`src/rtl/ssc_port_responder_if.sv`:
```
// SSC slave port plus register-bus signals for ssc_port_responder.
// Latency: none, this is only a signal bundle.
// Backpressure: none; the register bus is strobe-based with fixed read latency.
interface ssc_port_responder_if #(
  parameter int ADDR_WIDTH = 7,
  parameter int DATA_WIDTH = 32
);
  logic                  sscClk;
  logic                  sscSync;
  logic                  sscDataIn;
  logic                  sscDataOut;
  logic [ADDR_WIDTH-1:0] regAddr;
  logic                  regWrEn;
  logic [DATA_WIDTH-1:0] regWrData;
  logic                  regRdEn;
  logic [DATA_WIDTH-1:0] regRdData;
  logic                  busy;
  logic                  frameErr;

  // Side that drives the serial lines and answers register reads.
  modport master (
    output sscClk, sscSync, sscDataIn, regRdData,
    input  sscDataOut, regAddr, regWrEn, regWrData, regRdEn, busy, frameErr
  );

  // The responder itself.
  modport slave (
    input  sscClk, sscSync, sscDataIn, regRdData,
    output sscDataOut, regAddr, regWrEn, regWrData, regRdEn, busy, frameErr
  );
endinterface

```
`src/rtl/ssc_port_responder.sv`:
```
// SSC slave that turns 8-bit command + DATA_WIDTH-bit data frames into register reads/writes.
// Latency: SYNC_STAGES+1 clk from an SSC pin edge to its effect; writes strobe 1 clk after sync release.
// Backpressure: none; clk must run at least 8x the SSC bit rate, register reads return 1 clk after regRdEn.
module ssc_port_responder #(
  parameter int SYNC_STAGES = 2,
  parameter int ADDR_WIDTH  = 7,
  parameter int DATA_WIDTH  = 32
) (
  input logic                 clk,
  input logic                 rst,
  ssc_port_responder_if.slave bus
);

  localparam int CNT_W = $clog2(8 + DATA_WIDTH + 1);
  localparam int SET_W = $clog2(SYNC_STAGES + 1);
  localparam logic [CNT_W-1:0] CNT_MAX   = CNT_W'(8 + DATA_WIDTH);
  localparam logic [CNT_W-1:0] CMD_LAST  = CNT_W'(7);
  localparam logic [CNT_W-1:0] DATA_LAST = CNT_W'(8 + DATA_WIDTH - 1);
  localparam logic [SET_W-1:0] SET_DONE  = SET_W'(SYNC_STAGES);

  typedef enum logic [2:0] {
    IDLE,
    CMD,
    WDATA,
    RDATA,
    WAIT_END
  } state_t;

  // Synchronizers (SYNC_STAGES must be at least 2) and edge history.
  logic [SYNC_STAGES-1:0] r_clk_sync;
  logic [SYNC_STAGES-1:0] r_sync_sync;
  logic [SYNC_STAGES-1:0] r_din_sync;
  logic                   r_clk_prev;
  logic                   r_sync_prev;
  logic [SET_W-1:0]       r_settle;
  logic                   r_armed;

  // FSM and datapath state.
  state_t                 r_state;
  state_t                 w_next_state;
  logic [CNT_W-1:0]       r_cnt;
  logic [6:0]             r_cmd_shift;
  logic [DATA_WIDTH-1:0]  r_data_shift;
  logic                   r_dout;
  logic                   r_is_wr;
  logic                   r_long_err;
  logic [ADDR_WIDTH-1:0]  r_addr;
  logic [DATA_WIDTH-1:0]  r_wr_data;
  logic                   r_wr_en;
  logic                   r_rd_en;
  logic                   r_rd_pend;
  logic                   r_err;

  // Decoded pin events.
  logic                   w_clk_s;
  logic                   w_sync_s;
  logic                   w_din;
  logic                   w_rise;
  logic                   w_fall;
  logic                   w_sync_fall;
  logic [7:0]             w_cmd;
  logic [ADDR_WIDTH-1:0]  w_addr_dec;

  // FSM control strobes.
  logic                   w_cnt_clr;
  logic                   w_cnt_inc;
  logic                   w_shift_cmd;
  logic                   w_cmd_done;
  logic                   w_rd_start;
  logic                   w_shift_wdata;
  logic                   w_drive_bit;
  logic                   w_wr_issue;
  logic                   w_err;
  logic                   w_set_long;

  assign w_clk_s     = r_clk_sync[SYNC_STAGES-1];
  assign w_sync_s    = r_sync_sync[SYNC_STAGES-1];
  assign w_din       = r_din_sync[SYNC_STAGES-1];
  assign w_rise      = ~r_clk_prev & w_clk_s;
  assign w_fall      = r_clk_prev & ~w_clk_s;
  assign w_sync_fall = r_sync_prev & ~w_sync_s;

  // The completed command byte as seen on the 8th rising edge.
  assign w_cmd = {r_cmd_shift, w_din};

  // 7-bit command address zero-extended or truncated to the register address width.
  generate
    if (ADDR_WIDTH > 7) begin : g_addr_ext
      assign w_addr_dec = {{(ADDR_WIDTH-7){1'b0}}, w_cmd[6:0]};
    end else if (ADDR_WIDTH == 7) begin : g_addr_eq
      assign w_addr_dec = w_cmd[6:0];
    end else begin : g_addr_trunc
      assign w_addr_dec = w_cmd[ADDR_WIDTH-1:0];
    end
  endgenerate

  // Bring the SSC pins into the clk domain; flops rest at the idle-high line level.
  always_ff @(posedge clk) begin
    if (rst) begin
      r_clk_sync  <= '1;
      r_sync_sync <= '1;
      r_din_sync  <= '1;
      r_clk_prev  <= 1'b1;
      r_sync_prev <= 1'b1;
    end else begin
      r_clk_sync  <= {r_clk_sync[SYNC_STAGES-2:0], bus.sscClk};
      r_sync_sync <= {r_sync_sync[SYNC_STAGES-2:0], bus.sscSync};
      r_din_sync  <= {r_din_sync[SYNC_STAGES-2:0], bus.sscDataIn};
      r_clk_prev  <= w_clk_s;
      r_sync_prev <= w_sync_s;
    end
  end

  // After reset, only accept a frame once a genuine idle-high sync has been seen,
  // so a sync held low across reset cannot masquerade as a new frame start.
  always_ff @(posedge clk) begin
    if (rst) begin
      r_settle <= '0;
      r_armed  <= 1'b0;
    end else begin
      if (r_settle != SET_DONE) begin
        r_settle <= r_settle + SET_W'(1);
      end else if (w_sync_s) begin
        r_armed <= 1'b1;
      end
    end
  end

  // FSM state register.
  always_ff @(posedge clk) begin
    if (rst) begin
      r_state <= IDLE;
    end else begin
      r_state <= w_next_state;
    end
  end

  // Next-state and control strobes; sync release always wins over a same-cycle clock edge.
  always_comb begin
    w_next_state  = r_state;
    w_cnt_clr     = 1'b0;
    w_cnt_inc     = 1'b0;
    w_shift_cmd   = 1'b0;
    w_cmd_done    = 1'b0;
    w_rd_start    = 1'b0;
    w_shift_wdata = 1'b0;
    w_drive_bit   = 1'b0;
    w_wr_issue    = 1'b0;
    w_err         = 1'b0;
    w_set_long    = 1'b0;
    case (r_state)
      IDLE: begin
        // Any clock edge coinciding with the frame start is dropped here.
        if (r_armed && w_sync_fall) begin
          w_next_state = CMD;
          w_cnt_clr    = 1'b1;
        end
      end
      CMD: begin
        if (w_sync_s) begin
          w_next_state = IDLE;
          w_err        = 1'b1;
        end else if (w_rise) begin
          w_shift_cmd = 1'b1;
          w_cnt_inc   = 1'b1;
          if (r_cnt == CMD_LAST) begin
            w_cmd_done = 1'b1;
            if (w_cmd[7]) begin
              w_next_state = WDATA;
            end else begin
              w_next_state = RDATA;
              w_rd_start   = 1'b1;
            end
          end
        end
      end
      WDATA: begin
        if (w_sync_s) begin
          w_next_state = IDLE;
          w_err        = 1'b1;
        end else if (w_rise) begin
          w_shift_wdata = 1'b1;
          w_cnt_inc     = 1'b1;
          if (r_cnt == DATA_LAST) begin
            w_next_state = WAIT_END;
          end
        end
      end
      RDATA: begin
        if (w_sync_s) begin
          w_next_state = IDLE;
          w_err        = 1'b1;
        end else begin
          if (w_rise) begin
            w_cnt_inc = 1'b1;
            if (r_cnt == DATA_LAST) begin
              w_next_state = WAIT_END;
            end
          end
          if (w_fall) begin
            w_drive_bit = 1'b1;
          end
        end
      end
      WAIT_END: begin
        if (w_sync_s) begin
          w_next_state = IDLE;
          w_wr_issue   = r_is_wr & ~r_long_err;
        end else if (w_rise && !r_long_err) begin
          w_err      = 1'b1;
          w_set_long = 1'b1;
        end
      end
      default: begin
        w_next_state = IDLE;
      end
    endcase
  end

  // Bit counter (saturating) and per-frame flags.
  always_ff @(posedge clk) begin
    if (rst) begin
      r_cnt      <= '0;
      r_is_wr    <= 1'b0;
      r_long_err <= 1'b0;
    end else begin
      if (w_cnt_clr) begin
        r_cnt      <= '0;
        r_is_wr    <= 1'b0;
        r_long_err <= 1'b0;
      end else begin
        if (w_cnt_inc && (r_cnt != CNT_MAX)) begin
          r_cnt <= r_cnt + CNT_W'(1);
        end
        if (w_cmd_done) begin
          r_is_wr <= w_cmd[7];
        end
        if (w_set_long) begin
          r_long_err <= 1'b1;
        end
      end
    end
  end

  // Command and data shift registers; read data loads the cycle after the read strobe.
  always_ff @(posedge clk) begin
    if (rst) begin
      r_cmd_shift  <= '0;
      r_data_shift <= '0;
      r_dout       <= 1'b0;
    end else begin
      if (w_shift_cmd) begin
        r_cmd_shift <= w_cmd[6:0];
      end
      if (r_rd_pend) begin
        r_data_shift <= bus.regRdData;
      end else if (w_shift_wdata) begin
        r_data_shift <= {r_data_shift[DATA_WIDTH-2:0], w_din};
      end else if (w_drive_bit) begin
        r_data_shift <= {r_data_shift[DATA_WIDTH-2:0], 1'b0};
      end
      if (w_cnt_clr) begin
        r_dout <= 1'b0;
      end else if (w_drive_bit) begin
        r_dout <= r_data_shift[DATA_WIDTH-1];
      end
    end
  end

  // Register-bus strobes; address and write data are held between frames.
  always_ff @(posedge clk) begin
    if (rst) begin
      r_addr    <= '0;
      r_wr_data <= '0;
      r_wr_en   <= 1'b0;
      r_rd_en   <= 1'b0;
      r_rd_pend <= 1'b0;
      r_err     <= 1'b0;
    end else begin
      if (w_cmd_done) begin
        r_addr <= w_addr_dec;
      end
      if (w_wr_issue) begin
        r_wr_data <= r_data_shift;
      end
      r_wr_en   <= w_wr_issue;
      r_rd_en   <= w_rd_start;
      r_rd_pend <= r_rd_en;
      r_err     <= w_err;
    end
  end

  assign bus.sscDataOut = (r_state == RDATA) & r_dout;
  assign bus.regAddr    = r_addr;
  assign bus.regWrEn    = r_wr_en;
  assign bus.regWrData  = r_wr_data;
  assign bus.regRdEn    = r_rd_en;
  assign bus.busy       = (r_state != IDLE);
  assign bus.frameErr   = r_err;

endmodule

```
`src/flat_wrapper.sv`:
```
// flat-port wrapper written by rule: the top's interface ports become plain ports
module ssc_port_responder_flat 
#(
  parameter int SYNC_STAGES = 2,
  parameter int ADDR_WIDTH  = 7,
  parameter int DATA_WIDTH  = 32
)
  (clk, rst, bus_sscClk, bus_sscSync, bus_sscDataIn, bus_regRdData, bus_sscDataOut, bus_regAddr, bus_regWrEn, bus_regWrData, bus_regRdEn, bus_busy, bus_frameErr);
  ssc_port_responder_if #(.ADDR_WIDTH(ADDR_WIDTH), .DATA_WIDTH(DATA_WIDTH)) bus_i ();
  input logic clk;
  input logic rst;
  input wire logic [$bits(bus_i.sscClk)-1:0] bus_sscClk;
  input wire logic [$bits(bus_i.sscSync)-1:0] bus_sscSync;
  input wire logic [$bits(bus_i.sscDataIn)-1:0] bus_sscDataIn;
  input wire logic [$bits(bus_i.regRdData)-1:0] bus_regRdData;
  output wire logic [$bits(bus_i.sscDataOut)-1:0] bus_sscDataOut;
  output wire logic [$bits(bus_i.regAddr)-1:0] bus_regAddr;
  output wire logic [$bits(bus_i.regWrEn)-1:0] bus_regWrEn;
  output wire logic [$bits(bus_i.regWrData)-1:0] bus_regWrData;
  output wire logic [$bits(bus_i.regRdEn)-1:0] bus_regRdEn;
  output wire logic [$bits(bus_i.busy)-1:0] bus_busy;
  output wire logic [$bits(bus_i.frameErr)-1:0] bus_frameErr;
  assign bus_i.sscClk = bus_sscClk;
  assign bus_i.sscSync = bus_sscSync;
  assign bus_i.sscDataIn = bus_sscDataIn;
  assign bus_i.regRdData = bus_regRdData;
  assign bus_sscDataOut = bus_i.sscDataOut;
  assign bus_regAddr = bus_i.regAddr;
  assign bus_regWrEn = bus_i.regWrEn;
  assign bus_regWrData = bus_i.regWrData;
  assign bus_regRdEn = bus_i.regRdEn;
  assign bus_busy = bus_i.busy;
  assign bus_frameErr = bus_i.frameErr;
  ssc_port_responder #(.SYNC_STAGES(SYNC_STAGES), .ADDR_WIDTH(ADDR_WIDTH), .DATA_WIDTH(DATA_WIDTH)) u_core (.clk(clk), .rst(rst), .bus(bus_i));
endmodule
```
`config.mk`:
```
export PLATFORM = sky130hd
export DESIGN_NAME = ssc_port_responder_flat
export DESIGN_NICKNAME = d
export VERILOG_FILES = /design/src/rtl/ssc_port_responder_if.sv /design/src/rtl/ssc_port_responder.sv /design/src/flat_wrapper.sv
export SDC_FILE = /design/constraint.sdc
export NUM_CORES = 1
export LEC_CHECK = 0
export CAP_MARGIN = 15
export CORE_MARGIN = 2
export CORE_UTILIZATION = 40
export DETAILED_ROUTE_END_ITERATION = 7
export GPL_ROUTABILITY_DRIVEN = 1
export PLACE_DENSITY = 0.68
export SYNTH_ARGS = -nofsm -noshare
export SYNTH_HDL_FRONTEND = slang
export SYNTH_SLANG_ARGS = --single-unit
```
`constraint.sdc`:
```
create_clock -name clk -period 2.4 [get_ports clk]
set_input_delay 0.72 -clock clk [delete_from_list [all_inputs] [get_ports clk]]
set_output_delay 0.72 -clock clk [all_outputs]
set_load 0.02 [all_outputs]
```
==> results.toml <==
[grt]
grt_overflow = 0
grtUsageMet3 = 0.0371
use_met2 = 0.256
grt_pass1_wl_mm = 15.2
grt.busiest_layer = "met2"
grt_max_degree = 41
grt_util_met1 = 0.228
grt_util_all_layers = 0.166
grt_pass1_vias = 3130
antenna_found_initial = 0

[timing]
setup_viol = 0
fin_crit_sh = 0.901
setup_tns_ps = 0
tightest_slew_ps = 639
timing.fmax_mhz = 462
maxSlewViolCount = 0
rsz0062_at_grt = "false"
skew_ps = 6.89
timing.final.crit_period_ps = 2160
relSlewSlack = 0.574
finalHoldViolations = 0

[die]
die_h_um = 107
start_util = 0.410
pin_count = 81
core_area_mm2 = 0.0103
die_w_um = 107
dieArea_mm2 = 0.0114
row_count = 37

[logic_synthesis]
yosysSeqAreaShare = 0.498
ys.flop_type = "dfxtp_1"
yosysWarnings = 0
synth.avg_cell_area_um2 = 9.09
async_reset_ff_frac = 0
netlist_area_mm2 = 0.00422
synth_nets = 504
synth_edf_count = 0
synth.distinct_cells = 37
synth_cells = 464
synth-seq-cells = 105

[worst_setup_path]
slowest_stage = "dfxtp_1"
crit_arrival_ps = 1440
required_ps = 1680
r2r-start = "u_core.r_state[2]"
worstSetupPathType = "flip-flop to output pin"
cp_cell_sequence = "or3_1, dlygate4sd2_1"
rr_worst_depth = 4
cpPeakStageDelay_ps = 400
startpoint = "u_core.r_state[2]"
regToRegEndpoint = "u_core.bus.regAddr[0]"
cp-endpoint = "bus_busy"
regToRegSetupSlack_ps = 350
start_kind = "flip-flop"
cp_max_fo = 11
critPathCaptureType = "output pin"

[cts]
holdBufCountCts = 0
cts-root-buf = "clkbuf_8"
clock_sinks = 105
clock_latency_ps = 360
cts_buffers = 9
cts_tree = "done"
clock_path_buffers = 2
cts.repair.resized = 3
htreeDepth = 3
cts_setup_buffers = 0
clkSlewWorstSetupHoldPaths_ps = 100

[power]
finalPower_uw = 3280
p_per_area_mw_per_mm2 = 612
ir_drop_mv = 0.381
p_leak_uw = 0.00181

[route]
antenna_left = 0
vias = 3356
wirelength_mm = 9.17
routedWlPerCell_um = 13.8
drc = 0
drt-initial-drc-count = 88
dr.pass1.iters = 4
vias_per_cell = 5.03

[worst_hold_path]
hold_path.class = "flip-flop to flip-flop"
whs_path_depth = 1

[finish]
multi_input_area_mm2 = 0.00192
ff_latch_area_mm2 = 0.00211
antenna_cells = 0
area_delta_synth_final_pct = 27.0
drive_gt1_frac = 0.0866
fin_nets = 566
fill_cells = 975

[place]
place_congestion = 0.853
hpwl_mm = 6.20
io_buffers = 80

[flow_run]
cap_violations = 0

[run_status]
status = "completed"
==> kinds of logic after synthesis <==
kind of cell    share of synthesized area
buf+inv                            0.0478
compound gates                      0.117
mux                                 0.114
xor+xnor                           0.0125
flops                               0.498
simple gates                        0.201
fa+ha+maj                         0.00890
==> cell usage after synthesis, types with 2 or more instances <==
library cell / number / area share
or4_1: 2 / 0.0036
or3b_2: 3 / 0.0062
ha_1: 3 / 0.0089
or3_1: 3 / 0.0045
buf_6: 2 / 0.0053
nand3_1: 5 / 0.0059
o22ai_1: 2 / 0.0030
clkbuf_1: 23 / 0.020
nand2_1: 69 / 0.061
mux2i_1: 47 / 0.11
o21ai_0: 2 / 0.0024
a211oi_1: 32 / 0.057
nor3_1: 39 / 0.046
xnor2_1: 5 / 0.010
nor4_1: 3 / 0.0045
nor2_1: 33 / 0.029
a21oi_1: 38 / 0.045
nand2b_1: 4 / 0.0059
dfxtp_1: 105 / 0.50
or2_2: 9 / 0.013
buf_2: 14 / 0.017
inv_1: 6 / 0.0053
==> worst min path at each step <==
stage | from | to | slack [ps]
floorplan | u_core.r_clk_sync[0] | u_core.r_clk_sync[1] | 390
global placement | u_core.r_din_sync[0] | u_core.r_din_sync[1] | 390
detailed placement | u_core.r_sync_sync[0] | u_core.r_sync_sync[1] | 400
CTS | u_core.r_sync_sync[0] | u_core.r_sync_sync[1] | 420
global route | u_core.r_sync_sync[0] | u_core.r_sync_sync[1] | 440
finish | u_core.r_sync_sync[0] | u_core.r_sync_sync[1] | 410
==> placed cells by master, fill, tap and decap left out, drive strengths merged, types with 7 or more instances in the layout <==
master         instances
a211oi                32
a21oi                 39
buf                   11
clkbuf                10
clkdlybuf4s50         77
dfxtp                105
inv                    7
mux2i                 47
nand2                 69
nor2                  33
nor3                  39
or2                    9
==> metrics by stage <==
step,setup WS [ps],util,instances,hold slack (ps),cell area [um^2]
6_report,238,0.521,667,414,5360
3_3_place_gp,389,0.497,651,393,5110
2_1_floorplan,585,-,464,389,4220
5_1_grt,149,0.521,667,444,5360
4_1_cts,18.4,0.521,667,421,5360
3_5_place_dp,330,0.497,651,396,5110
==> cell type report <==
class | instances | area share
clock inverters | 6 | 0.0215
well taps | 136 | 0.0318
flip-flops and latches | 105 | 0.393
repair buffers | 90 | 0.167
inverters | 6 | 0.00420
multi-input cells | 314 | 0.358
clock buffers | 10 | 0.0238
==> state kept, by name, summed over array words and instances, names as in the netlist, 2 cells and up <==
| register | count |
|---|---|
| u_core.bus.regAddr | 7 |
| u_core.r_state | 3 |
| u_core.bus.regWrData | 32 |
| u_core.r_cmd_shift | 7 |
| u_core.r_settle | 2 |
| u_core.r_clk_sync | 2 |
| u_core.r_cnt | 6 |
| u_core.r_sync_sync | 2 |
| u_core.r_data_shift | 32 |
| u_core.r_din_sync | 2 |
==> power by group <==
group / switching (uW) / leakage (uW) / internal (uW) / total [uW]
combinational: 82.5 / 0.000843 / 99.0 / 181
clock: 610 / 0.000117 / 699 / 1310
sequential: 19.3 / 0.000849 / 1770 / 1790
==> critical path, delay by kind of cell (launching register included) <==
kind,cells,cell delay (ps)
flip-flops,1,400
AND/OR/NAND/NOR,1,360
buffers and inverters,1,330
==> per-layer routing <==
| layer | part of all wire | routed length [um] |
|---|---|---|
| met5 | 0 | 0 |
| met4 | 0.014 | 129 |
| met3 | 0.047 | 430 |
| met2 | 0.45 | 4120 |
| met1 | 0.49 | 4500 |
Note: power is estimated with default switching activity, not from simulation.
